## src/rtl/bram_port_ctrl.sv

```systemverilog
// bram_port_ctrl: valid/ready request front-end for a single BRAM port with a
// registered read-first output, returning read data in request order through
// a 2-entry response FIFO.
//
// Build option: define HIR_BRAM_CTRL_WR_ACK_EN to make every write return a
// response carrying the old (read-first) contents of the written word.
// Without it, writes use one BRAM cycle but produce no response.
module bram_port_ctrl #(
    parameter int SIZE  = 1024,
    parameter int WIDTH = 256
) (
    input  logic                    clk,
    input  logic                    rst,
    input  logic                    req_valid,
    output logic                    req_ready,
    input  logic                    req_we,
    input  logic [$clog2(SIZE)-1:0] req_addr,
    input  logic [WIDTH-1:0]        req_wdata,
    output logic                    resp_valid,
    input  logic                    resp_ready,
    output logic [WIDTH-1:0]        resp_rdata,
    output logic                    bram_en,
    output logic                    bram_we,
    output logic [$clog2(SIZE)-1:0] bram_addr,
    output logic [WIDTH-1:0]        bram_din,
    input  logic [WIDTH-1:0]        bram_dout
);

    typedef logic [WIDTH-1:0] word_t;

    // Handshake and datapath-enable terms
    logic  fire;
    logic  pop;
    logic  push;
    logic  want_resp;

    // inflight_p1 marks that bram_dout carries data that must enter the FIFO;
    // it is only set for accesses that expect a response.
    logic  inflight_p1;

    // Response FIFO: two words, 1-bit pointers wrap naturally modulo 2
    word_t       fifo_mem [0:1];
    logic        wr_ptr;
    logic        rd_ptr;
    logic [1:0]  occ;

    // Occupancy after one cycle of pushes and pops; push+pop cancels out.
    function automatic logic [1:0] occ_next(input logic [1:0] cur,
                                            input logic       do_push,
                                            input logic       do_pop);
        logic [1:0] nxt;
        nxt = cur;
        case ({do_push, do_pop})
            2'b10:   nxt = cur + 2'd1;
            2'b01:   nxt = cur - 2'd1;
            default: nxt = cur;
        endcase
        return nxt;
    endfunction

    // Slots already committed: words in the FIFO plus the one in flight.
    function automatic logic has_room(input logic [1:0] cur_occ,
                                      input logic       cur_inflight);
        logic [2:0] committed;
        committed = {1'b0, cur_occ} + {2'b00, cur_inflight};
        return committed < 3'd2;
    endfunction

    // Decide which accesses return a response
    always_comb begin
        want_resp = 1'b1;
`ifdef HIR_BRAM_CTRL_WR_ACK_EN
        want_resp = 1'b1;
`else
        want_resp = ~req_we;
`endif
    end

    // Handshakes, BRAM port drive and FIFO head; outputs forced idle in reset
    always_comb begin
        resp_valid = 1'b0;
        pop        = 1'b0;
        req_ready  = 1'b0;
        fire       = 1'b0;
        push       = 1'b0;

        resp_valid = ~rst & (occ != 2'd0);
        pop        = resp_valid & resp_ready;
        // A same-cycle pop frees a slot, which keeps one request per cycle
        // flowing while the consumer is ready.
        req_ready  = ~rst & (has_room(occ, inflight_p1) | pop);
        fire       = req_valid & req_ready;
        push       = inflight_p1;

        bram_en    = fire;
        bram_we    = fire & req_we;
        bram_addr  = req_addr;
        bram_din   = req_wdata;
        resp_rdata = fifo_mem[rd_ptr];
    end

    // ---- stage p0 -> p1: BRAM access issued, response pending ----
    // Control state: in-flight flag, FIFO pointers and occupancy
    always_ff @(posedge clk) begin
        if (rst) begin
            inflight_p1 <= 1'b0;
            wr_ptr      <= 1'b0;
            rd_ptr      <= 1'b0;
            occ         <= 2'd0;
        end else begin
            inflight_p1 <= fire & want_resp;
            if (push) begin
                wr_ptr <= ~wr_ptr;
            end
            if (pop) begin
                rd_ptr <= ~rd_ptr;
            end
            occ <= occ_next(occ, push, pop);
        end
    end

    // ---- stage p1 -> FIFO: registered BRAM output captured ----
    // FIFO storage carries data only; reset clears the pointers instead
    always_ff @(posedge clk) begin
        if (push) begin
            fifo_mem[wr_ptr] <= bram_dout;
        end
    end

    // Flow control must never let the FIFO overflow or underflow
    always @(posedge clk) begin
        if (!rst) begin
            assert (!(push && !pop && occ == 2'd2))
                else $error("response FIFO overflow");
            assert (!(pop && occ == 2'd0))
                else $error("response FIFO underflow");
        end
    end

endmodule

```

## config.mk

```make
export PLATFORM = sky130hd
export DESIGN_NAME = bram_port_ctrl
export DESIGN_NICKNAME = d
export VERILOG_FILES = /design/src/rtl/bram_port_ctrl.sv
export SDC_FILE = /design/constraint.sdc
export NUM_CORES = 1
export LEC_CHECK = 0
export BUFFER_PORTS_ARGS = -buffer_cell sky130_fd_sc_hd__buf_2
export CAP_MARGIN = 10
export CORE_AREA = 8 8 407 409
export CTS_BUF_LIST = sky130_fd_sc_hd__clkbuf_16
export DETAILED_ROUTE_END_ITERATION = 8
export DIE_AREA = 0 0 415 417
export SETUP_SLACK_MARGIN = 0.15
export SYNTH_ARGS = -nofsm -noshare
export SYNTH_HDL_FRONTEND = slang
export SYNTH_SLANG_ARGS = --single-unit
```

## constraint.sdc

```tcl
create_clock -name clk -period 33 [get_ports clk]
set_input_delay 6.6 -clock clk [delete_from_list [all_inputs] [get_ports clk]]
set_output_delay 6.6 -clock clk [all_outputs]
set_load 0.02 [all_outputs]
```

==> impl_results.md <==
- Post-Syn Nets: 1,622
- DP Cell Count: 3,412
- Pin count of the biggest net entering global routing: 136
- Top cells by area, synth: edfxtp_1 (74%), mux2_2 (14%), buf_4 (11%)
- CP dominant cell by count: buf_2
- Register bit count reported by yosys: 518
- WP data arrival: 7.31 ns
- Most common cell after layout, fill and taps aside: buf_2
- Post-route DRC: 0
- Yosys top cell area share: 0.741
- Vias/cell: 3.04
- Hold Path Class: flop to flop
- Layout Skew: 0.0317 ns
- Clock transition at the registers of the reported paths: 0.06 ns
- WS Path Type: input port to output pin
- Initial drt markers: 687
- TritonCTS buffer count: 58
- Placed Instance Area: 0.0238 mm²
- # resized after CTS: 0
- Die height: 417 µm
- Hold Buf Count CTS: 0
- Pwr/cell area: 59.0 mW/mm²
- Reg2Reg Setup Slack: 28.44 ns
- Util after Layout: 0.162
- Setup violators final: 0
- Final hold violations: 0
- DR WL/cell: 21.7 µm
- Final Cycle Share: 0.422
- Req. time, crit path: 26.40 ns
- Pre-CTS WS: 19.07 ns
- Die extent in x: 415 µm
- Number of top-level design ports: 1,053
- Rel. slew slack: 0.322
- Design Area, Final: 0.0258 mm²
- Worst path slowest cell: nor3_1
- Setup_tns: 0 ns
- Vias in the first global route: 11,155
- Cell taking the most area after synthesis: edfxtp_1
- Detailed-route via count: 10,730
- Critical path cell sequence: buf_2, nor3_1, buf_2
- Syn Std Cell Area: 0.0207 mm²
- Initial antenna violation count: 34
- Port buffer count: 520
- CP Launch Type: input port
- H-tree levels: 2
- Pleak: 8.72 nW
- Clock root buffer: clkbuf_16
- Row cnt: 147
- CTS Buffer Depth: 3
- First-pass GRT wire length: 98,200 µm
- Final WL: 76,500 µm
- CP Capture Type: output pin
- DRT antenna net count: 0
- Final nets: 1,915
- Final std cells w/o fill: 3,525
- Die area: 0.173 mm²
- Peak VDD IR: 0.0000440 V
- Synthesis Warnings: 0
- All-Layer GR Usage: 0.0823
- Final setup margin: 19.09 ns
- CTS tree: built
- P&R area growth vs syn: 24.3%
- Post-Syn Instances: 1,094
- Share of layout cells above drive strength 1: 0.613
- Skew-Pair Late Insertion Delay: 0.65 ns
- Worst Path Buf+Inv: 2
- Total of max-cap violations: 0
- CTS sink cnt: 518
- Actual slew at the worst max-slew pin: 1.02 ns
- CP max stage delay: 0.31 ns
- Post-synthesis sequential area ratio: 0.747
- Minimum clock period: 13.91 ns
- Fill count: 17,473
- Starting Density: 0.130
- Status: complete, no violations
- Top delay family on crit path: buffers and inverters
- F_max: 71.9 MHz
- Postcts setup bufs: 0
- RSZ-0062 raised after global routing: false
- Crit Path Max Fanout: 9
- Synthesized area per cell: 19.0 µm²
- Routability-driven placement congestion ratio: 0.806
- Pins Over Slew Limit: 0
- Post-DP HPWL: 59,300 µm
- Unique masters post-synth: 22
- Core area: 0.159 mm²
- DRT Pass-1 Iters: 4
- Commonest cells after routing, fill and taps aside: buf_2 (520), edfxtp_1 (512), mux2_2 (256)
- GRT overflow: 0
[cell usage after synthesis]
| cell | instances |
|---|---|
| a21oi_1 | 2 |
| and2_0 | 1 |
| and2_1 | 1 |
| buf_2 | 5 |
| buf_4 | 291 |
| dfxtp_1 | 6 |
| edfxtp_1 | 512 |
| ha_1 | 1 |
| inv_1 | 1 |
| mux2_2 | 256 |
| mux2i_1 | 2 |
| nand2_1 | 1 |
| nand2b_1 | 1 |
| nor2_1 | 5 |
| nor3_1 | 1 |
| nor3b_1 | 1 |
| nor4b_1 | 1 |
| o21ai_0 | 1 |
| o21ba_2 | 1 |
| or3_1 | 1 |
| xnor2_1 | 2 |
| xor2_1 | 1 |
[through the flow]
stage          power (mW)  hold slack (ns)
3_3_place_gp        0.892            0.435
6_report             1.52            0.454
4_1_cts              1.55            0.461
5_1_grt              1.57            0.522
3_5_place_dp        0.894            0.450
2_1_floorplan       0.883            0.438
[metal layers]
layer  share of wire  global-route usage
met2            0.53               0.151
met4           0.075              0.0537
met1            0.30              0.0738
met3           0.092              0.0352
met5         0.00052                   0
[sequential cells by signal, indices dropped and copies added (netlist names), named ones only]
| register | flops |
|---|---|
| inflight_p1 | 1 |
| rd_ptr | 1 |
| occ | 2 |
| wr_ptr | 1 |
| fifo_mem | 512 |
[logic make-up after synthesis]
family,count (synthesis),share of synthesized area
multiplexers,258,0.140
flip-flops,518,0.747
buffers and inverters,297,0.107
AND/OR/NAND/NOR,13,0.00332
XOR/XNOR,3,0.00127
adder cells (fa/ha/maj),1,0.000603
AO/OA/AOI/OAI,4,0.00121
[final timing paths]
| path | start | endpoint | depth (start not counted) |
|---|---|---|---|
| setup reg to reg | inflight_p1$_SDFF_PP0_ | fifo_mem[0][181]$_DFFE_PP_ | 6 |
| hold reg to reg | rd_ptr$_SDFFE_PP0P_ | flop | 1 |
| hold / removal | rd_ptr$_SDFFE_PP0P_ | flop | 1 |
| setup / recovery | rst | bram_we | 3 |
[area by class of cell]
class,count,area [µm²],area share
diodes,5,12.5,0.000485
clock buffers,59,1480,0.0573
clock inverters,48,422,0.0164
inverters,1,3.75,0.000146
multi-input cells,279,3050,0.118
flip-flops and latches,518,15500,0.601
well taps,2086,2610,0.101
repair buffers,529,2710,0.105
[power by group]
| part | switching [mW] | internal, mW |
|---|---|---|
| Sequential | 0.00579 | 0.739 |
| Clock | 0.277 | 0.367 |
| Combinational | 0.0818 | 0.0510 |
| Total | 0.364 | 1.16 |
Power figures use the tool's default switching activity.
